==> config.mk <==
export PLATFORM = sky130hd
export DESIGN_NAME = bcd_serial_adder
export DESIGN_NICKNAME = d
export VERILOG_FILES = /design/src/rtl/bcd_pkg.sv /design/src/rtl/bcd_digit_correct.sv /design/src/rtl/bcd_serial_adder.sv
export SDC_FILE = /design/constraint.sdc
export NUM_CORES = 1
export LEC_CHECK = 0
export CORE_MARGIN = 2
export CORE_UTILIZATION = 30
export DETAILED_ROUTE_END_ITERATION = 8
export DONT_BUFFER_PORTS = 1
export PLACE_DENSITY = 0.42
export REMOVE_ABC_BUFFERS = 1
export SETUP_SLACK_MARGIN = 0.3
export SYNTH_ARGS = -nofsm -noshare
export SYNTH_HDL_FRONTEND = slang
export SYNTH_HIERARCHICAL = 1
export SYNTH_SLANG_ARGS = --single-unit
==> constraint.sdc <==
create_clock -name clk -period 3.55 [get_ports clk]
set_input_delay 0.355 -clock clk [delete_from_list [all_inputs] [get_ports clk]]
set_output_delay 0.355 -clock clk [all_outputs]
set_load 0.01 [all_outputs]
==> src/rtl/bcd_pkg.sv <==
// Shared definitions for the digit-serial BCD adder: digit width, decimal
// correction constant, controller states and the tens-detect function.
package bcd_pkg;

    localparam int         BCD_W    = 4;
    localparam logic [4:0] BCD_CORR = 5'd6;

    typedef enum logic [1:0] {
        IDLE = 2'd0,
        RUN  = 2'd1,
        DONE = 2'd2
    } state_t;

    // A raw digit sum of 10..19 needs decimal correction. The OR of these
    // three terms catches exactly that range and also flags the nibble
    // patterns 0xA..0xF.
    function automatic logic bcd_tens(input logic [4:0] bin);
        return bin[4] | (bin[3] & bin[2]) | (bin[3] & bin[1]);
    endfunction

endpackage

==> src/rtl/bcd_digit_correct.sv <==
// Single-digit BCD add with decimal correction. The fault input inverts the
// tens decision, modelling a faulty correction majority gate.
module bcd_digit_correct
    import bcd_pkg::*;
(
    input  logic [BCD_W-1:0] a_d,
    input  logic [BCD_W-1:0] b_d,
    input  logic             cin,
    input  logic             fault,
    output logic [BCD_W-1:0] sum_d,
    output logic             tens_out
);

    logic [4:0] bin;
    logic [4:0] corr;
    logic       tf;

    always_comb begin
        bin   = {1'b0, a_d} + {1'b0, b_d} + {4'd0, cin};
        corr  = bin + BCD_CORR;
        tf    = bcd_tens(bin) ^ fault;
        sum_d = tf ? corr[3:0] : bin[3:0];
    end

    assign tens_out = tf;

endmodule

==> src/rtl/bcd_serial_adder.sv <==
// Digit-serial packed-BCD adder: one digit per clock through a shared
// correction stage, with operands and fault mask latched at start.
module bcd_serial_adder
    import bcd_pkg::*;
#(
    parameter int DIGITS = 4
) (
    input  logic                    clk,
    input  logic                    rst_n,
    input  logic                    start,
    input  logic [BCD_W*DIGITS-1:0] a,
    input  logic [BCD_W*DIGITS-1:0] b,
    input  logic                    cin,
    input  logic [DIGITS-1:0]       fault_mask,
    output logic                    busy,
    output logic                    done,
    output logic [BCD_W*DIGITS-1:0] sum,
    output logic                    cout,
    output logic                    invalid
);

    localparam int IDX_W = (DIGITS > 1) ? $clog2(DIGITS) : 1;
    localparam int OP_W  = BCD_W * DIGITS;

    state_t                state_q, state_d;
    logic [IDX_W-1:0]      idx_q, idx_d;
    logic                  carry_q, carry_d;
    logic [OP_W-1:0]       a_q, a_d;
    logic [OP_W-1:0]       b_q, b_d;
    logic [DIGITS-1:0]     mask_q, mask_d;
    logic [OP_W-1:0]       sum_q, sum_d;
    logic                  cout_q, cout_d;
    logic                  invalid_q, invalid_d;

    logic [BCD_W-1:0]      dig_a;
    logic [BCD_W-1:0]      dig_b;
    logic                  dig_fault;
    logic [BCD_W-1:0]      dig_sum;
    logic                  dig_tens;
    logic                  in_invalid;

    assign dig_a     = a_q[int'(idx_q)*BCD_W +: BCD_W];
    assign dig_b     = b_q[int'(idx_q)*BCD_W +: BCD_W];
    assign dig_fault = mask_q[idx_q];

    bcd_digit_correct u_digit (
        .a_d      (dig_a),
        .b_d      (dig_b),
        .cin      (carry_q),
        .fault    (dig_fault),
        .sum_d    (dig_sum),
        .tens_out (dig_tens)
    );

    always_comb begin
        in_invalid = 1'b0;
        for (int i = 0; i < DIGITS; i++) begin
            if (a[i*BCD_W +: BCD_W] > 4'd9 || b[i*BCD_W +: BCD_W] > 4'd9)
                in_invalid = 1'b1;
        end
    end

    always_comb begin
        state_d   = state_q;
        idx_d     = idx_q;
        carry_d   = carry_q;
        a_d       = a_q;
        b_d       = b_q;
        mask_d    = mask_q;
        sum_d     = sum_q;
        cout_d    = cout_q;
        invalid_d = invalid_q;

        unique case (state_q)
            IDLE: begin
                if (start) begin
                    a_d       = a;
                    b_d       = b;
                    mask_d    = fault_mask;
                    carry_d   = cin;
                    idx_d     = '0;
                    sum_d     = '0;
                    cout_d    = 1'b0;
                    invalid_d = in_invalid;
                    state_d   = RUN;
                end
            end
            RUN: begin
                sum_d[int'(idx_q)*BCD_W +: BCD_W] = dig_sum;
                carry_d = dig_tens;
                if (idx_q == IDX_W'(DIGITS - 1)) begin
                    cout_d  = dig_tens;
                    idx_d   = '0;
                    state_d = DONE;
                end else begin
                    idx_d = idx_q + 1'b1;
                end
            end
            DONE: begin
                state_d = IDLE;
            end
            default: begin
                state_d = IDLE;
            end
        endcase
    end

    always_ff @(posedge clk or negedge rst_n) begin
        if (!rst_n) begin
            state_q   <= IDLE;
            idx_q     <= '0;
            carry_q   <= 1'b0;
            a_q       <= '0;
            b_q       <= '0;
            mask_q    <= '0;
            sum_q     <= '0;
            cout_q    <= 1'b0;
            invalid_q <= 1'b0;
        end else begin
            state_q   <= state_d;
            idx_q     <= idx_d;
            carry_q   <= carry_d;
            a_q       <= a_d;
            b_q       <= b_d;
            mask_q    <= mask_d;
            sum_q     <= sum_d;
            cout_q    <= cout_d;
            invalid_q <= invalid_d;
        end
    end

    assign busy    = (state_q == RUN);
    assign done    = (state_q == DONE);
    assign sum     = sum_q;
    assign cout    = cout_q;
    assign invalid = invalid_q;

endmodule

# Word-level counts from Yosys, hierarchy flattened
# Cells that the tools add are included.
# classes
addsub	5
n_mul	0
div	0
n_lt_le_gt_ge	9
n_eq_ne	5
shifts	4
muxes	21
n_bitwise	5
reduce_logical	10
# op_table
operator	count
4-bit negation with 33-bit output	1
4-bit by 33-bit variable shift with 16-bit output (first input constant)	1
4-bit by 33-bit indexed part select with 16-bit output	1
4-bit > comparator (second input constant)	8
16-bit case mux with 2 select lines	1
16-bit by 5-bit indexed part select with 4-bit output	2
16-bit bitwise mux	1
16-bit 2-to-1 mux	1
1-bit 2-to-1 mux	8
2-bit 2-to-1 mux	4
2-bit case mux with 2 select lines	2
2-bit AND reduction	3
4-bit by 4-bit adder with 5-bit output	1
5-bit by 1-bit adder with 5-bit output	1
4-bit by 3-bit adder with 4-bit output (second input constant)	1
2-bit == test (second input constant)	2
1-bit logical OR	4
4-bit 2-to-1 mux	1
1-bit case mux with 2 select lines	2
2-bit by 3-bit < comparator with 1-bit output (second input constant)	1
3-bit AND reduction	1
2-bit by 1-bit adder with 2-bit output (second input constant)	1
1-bit bitwise AND	2
1-bit binary-select mux with 2-bit select	1
other kinds (7)	8
# word_totals
register_bits	59
latch_bits	0
ram_bits	0
mem_bits_ro	0
input_bits	40
output_inout_bits	20
word_cells	68
mem_count	0

# Depth between registers and ports, before layout
# logic_depth
ltp_word	11
ltp_mapped	12
depth_no_buf	10

# Modules after synthesis
# The synthesis kept the hierarchy.
# modules_own_cells
mod	instances	cells_each	area_each_um2	seq_area_each_um2
bcd_serial_adder	1	184	2733.9	1476.4
bcd_digit_correct	1	43	350.3	0.0

# Worst setup path after synthesis
# No wires, ideal clock.
# synth_timing
path_type	register -> register
from	register idx_q[0]
to	register sum_q[14] (netlist: sum[14])
setup_time_ns	0.122
arrival_ns	3.223
required_ns	3.428
path_slack_ns	0.206
stages_incl_launch_ff	13
path_buffers	2
synth_period_minus_slack_ns	3.344
path_cell_list	dfrtp_1 clkbuf_2 buf_4 mux4_2 inv_1 fa_1 fa_1 xor2_1 ha_1 inv_1 o2111a_1 a211o_1 a32o_1
# synth_between
elab_chain_len	11
elab_cells_between_ends	18
classes_between	4 x add/sub; 4 x shift; 5 x mux; 5 x bitwise
# synth_lines
element	line	rtl
from (decl)	bcd_serial_adder.sv:26	logic [IDX_W-1:0] idx_q, idx_d;
from (signal assigned)	bcd_serial_adder.sv:121	idx_q <= idx_d;
16-bit by 5-bit indexed part select with 4-bit output (*)	bcd_serial_adder.sv:42	assign dig_a = a_q[int'(idx_q)*BCD_W +: BCD_W];
named net dig_a[0]	bcd_serial_adder.sv:35	logic [BCD_W-1:0] dig_a;
4-bit by 4-bit adder with 5-bit output (*)	bcd_digit_correct.sv:19	bin = {1'b0, a_d} + {1'b0, b_d} + {4'd0, cin};
5-bit by 1-bit adder with 5-bit output (*)	bcd_digit_correct.sv:19	
1-bit bitwise AND	bcd_pkg.sv:18	return bin[4] | (bin[3] & bin[2]) | (bin[3] & bin[1]);
1-bit bitwise OR (2 in series)	bcd_pkg.sv:18	
1-bit XOR	bcd_digit_correct.sv:21	tf = bcd_tens(bin) ^ fault;
4-bit 2-to-1 mux (*)	bcd_digit_correct.sv:22	sum_d = tf ? corr[3:0] : bin[3:0];
named net dig_sum[2]	bcd_serial_adder.sv:38	logic [BCD_W-1:0] dig_sum;
4-bit by 33-bit indexed part select with 16-bit output (*)	bcd_serial_adder.sv:89	sum_d[int'(idx_q)*BCD_W +: BCD_W] = dig_sum;
16-bit bitwise mux (*)	bcd_serial_adder.sv:89	
16-bit case mux with 2 select lines (*)	bcd_serial_adder.sv:74	unique case (state_q)
to (signal assigned)	bcd_serial_adder.sv:126	sum_q <= sum_d;
to (decl)	bcd_serial_adder.sv:31	logic [OP_W-1:0] sum_q, sum_d;
# The timed path passes the listed nets; every way through them passes the cells marked *. The select of a mux whose other input is x is not followed.
# A chain may end at the register's enable or synchronous reset.

# Final worst setup path
# Same ends and word-level chain as after synthesis.

==> flow_summary.json <==
{
  "drive_gt1_frac": 0.3443,
  "yosysTopAreaCellShare": 0.4787,
  "cp_num_buf_inv": 1,
  "cts.sinks": 59,
  "regArea_um2": 1479,
  "num_vias": 1869,
  "cp-start-kind": "flip-flop",
  "synth_edf_count": 0,
  "fin_hold_ws_ns": 0.1529,
  "required_ns": 3.78,
  "grt_pass1_wl_um": 11230,
  "dieArea_um2": 11110,
  "maxCapViolations": 0,
  "maxClockFrequency_ghz": 0.3218,
  "relSlewSlack": 0.6018,
  "vias_per_cell": 4.918,
  "holdPathEnd": "b_q[1]",
  "synth.largest_area_cell": "dfrtp_1",
  "end_kind": "flip-flop",
  "synth-async-reset-ratio": 1.000,
  "nNetsFinal": 291,
  "die_w_um": 105.4,
  "synth_area_um2": 3084,
  "rows": 37,
  "synthTopCellsByArea": "dfrtp_1 (48%), mux2_2 (12%), mux4_2 (6.6%), a22o_1 (4.8%), ha_1 (4.1%)",
  "route.detailed.drc": 0,
  "cts_buffers": 9,
  "first_pass_iters": 4,
  "period_minus_slack_ns": 3.107,
  "maxSlewViolCount": 0,
  "grt_usage": 0.1317,
  "fill_cells": 1001,
  "crit_start": "idx_q[0]",
  "final-hold-violation-count": 0,
  "dpl.hpwl_um": 4913,
  "n_antenna_cell": 0,
  "status": "complete, no violations",
  "path_delay_family": "compound AO/OA/AOI/OAI gates",
  "max-clock-path-buffers": 2,
  "r2r_setup_slack_ns": 0.44,
  "synth_cells": 227,
  "rsz0062_at_grt": "false",
  "dominantRegCellSynth": "dfrtp_1",
  "yosys_warnings": 6,
  "area_growth_pct": 14.93,
  "synth_common_cells": "dfrtp_1 (59), mux2_2 (34), a22o_1 (17)",
  "grt_pass1_vias": 2018,
  "finClkSkew_ns": 0.007881,
  "path_class": "flip-flop to flip-flop",
  "place_ws_ns": 0.3067,
  "die_h_um": 105.4,
  "worstHoldPathCells": 1,
  "cp_cell_sequence": "buf_6 > mux4_2 > ha_1 > and3b_1 > o21a_4 > or2_4 > o2111a_1 > a211o_1 > a32o_1",
  "worstPathArrival_ns": 3.34,
  "syn_avg_cell_area_um2": 13.59,
  "r2r.worst_path.cells": 9,
  "coreArea_um2": 10140,
  "gp_congestion": 0.7305,
  "grt_overflow": 0,
  "clkLatencyLatePin_ns": 0.34,
  "ant_nets": 0,
  "period_share": 0.8753,
  "r2r-end": "sum[14]",
  "htreeDepth": 3,
  "synth_seq_cells": 59,
  "min_path_type": "primary input to flip-flop",
  "dpl_cell_area_um2": 3231,
  "wl_per_cell_um": 17.54,
  "path_clk_slew_ns": 0.07,
  "root_buffer": "clkbuf_8",
  "slowest_stage": "mux4_2",
  "fin_setup_tns_ns": 0,
  "hp-start": "b[1]",
  "initialDrtViolationCount": 74,
  "io_pins": 60,
  "finalWirelength_um": 6667,
  "yosysMostFrequentCell": "dfrtp_1",
  "setup_violations": 0,
  "portBuffers": 0,
  "initial_utilization": 0.3042,
  "max_stage_delay_ns": 0.54,
  "crit_path_max_fanout": 7,
  "setup_ws_ns": 0.4425,
  "antenna_found_initial": 1,
  "reg2reg_from": "idx_q[0]",
  "worst_slew_pin_slew_ns": 0.5930,
  "final_area_um2": 3545,
  "ys_types": 46,
  "multi_input_area_um2": 1508,
  "tritoncts": "done",
  "grt_max_degree": 60,
  "synth.yosys.seq_area_share": 0.4787
}
## cell usage in the layout, fill, tap and decap left out, drive strengths merged, types with 2 or more instances in the layout
cell / instances
mux4: 9
nor4: 4
and2: 2
bufinv: 3
o21bai: 2
o2111a: 2
nor2: 3
a31oi: 3
dfrtp: 59
buf: 9
inv: 14
o21ai: 12
fa: 2
nand2b: 4
a22o: 17
xnor2: 2
clkbuf: 12
and4: 2
ha: 10
nand2: 10
a21o: 5
mux2: 36
## how the worst max path moves through the flow
stage / endpoint / slack, ns / cells after the start
global placement: sum[5] / 0.34 / 9
detailed placement: sum[14] / 0.31 / 9
floorplan: sum[14] / 0.13 / 10
finish: sum[14] / 0.44 / 9
global route: sum[14] / 0.31 / 9
CTS: sum[14] / 0.30 / 9
## layout make-up
class                   instances  share of cell area
flip-flops and latches         59              0.4172
repair buffers                 10             0.02859
clock buffers                  12             0.03812
multi-input cells             145              0.4253
inverters                      14             0.01483
well taps                     136             0.04801
clock inverters                 4             0.02789
## state kept, by name (all words and copies together) (netlist names)
signal	count
idx_q	2
sum	16
state_q	2
invalid	1
carry_q	1
cout	1
mask_q	4
b_q	16
a_q	16
## kinds of logic (layout without fill, tap and decap cells)
group | count (synthesis) | count (layout) | synth area share
fa+ha+maj | 12 | 12 | 0.05355
flops | 59 | 59 | 0.4787
simple gates | 30 | 30 | 0.08073
xor+xnor | 3 | 3 | 0.008521
buf+inv | 23 | 40 | 0.04178
mux | 46 | 46 | 0.2004
compound gates | 54 | 54 | 0.1363
## stage by stage
stage               utilization  instances
floorplan                     -        218
global placement         0.3186        361
detailed placement       0.3186        361
CTS                      0.3454        379
global route             0.3496        380
finish                   0.3496        380
## worst register-to-register path: cells and delay by family, from the launching register on
kind	cells	cell delay, ns
flip-flops	1	0.41
AO/OA/AOI/OAI	4	1.07
AND/OR/NAND/NOR	2	0.50
buffers and inverters	1	0.17
adder cells (fa/ha/maj)	1	0.31
multiplexers	1	0.54
## timing repair
| action | 4_1_cts | 5_1_grt |
|---|---|---|
| setup endpoints to repair | 0 | 14 |
| hold endpoints to repair | 59 | 0 |
| setup buffers | 0 | 1 |
| hold buffers | 2 | 0 |
| gates resized for setup | 0 | 8 |
## metal layers
layer	up-vias	GRT usage	share of wire
met3	10	0.04762	0.057
met2	35	0.1977	0.45
li1	882	-	-
met4	0	0.04857	0.017
met1	942	0.1741	0.48
met5	-	0	0
Power is not shown: default switching activity piles up to over one toggle a cycle in this logic, so the estimate is an artifact.
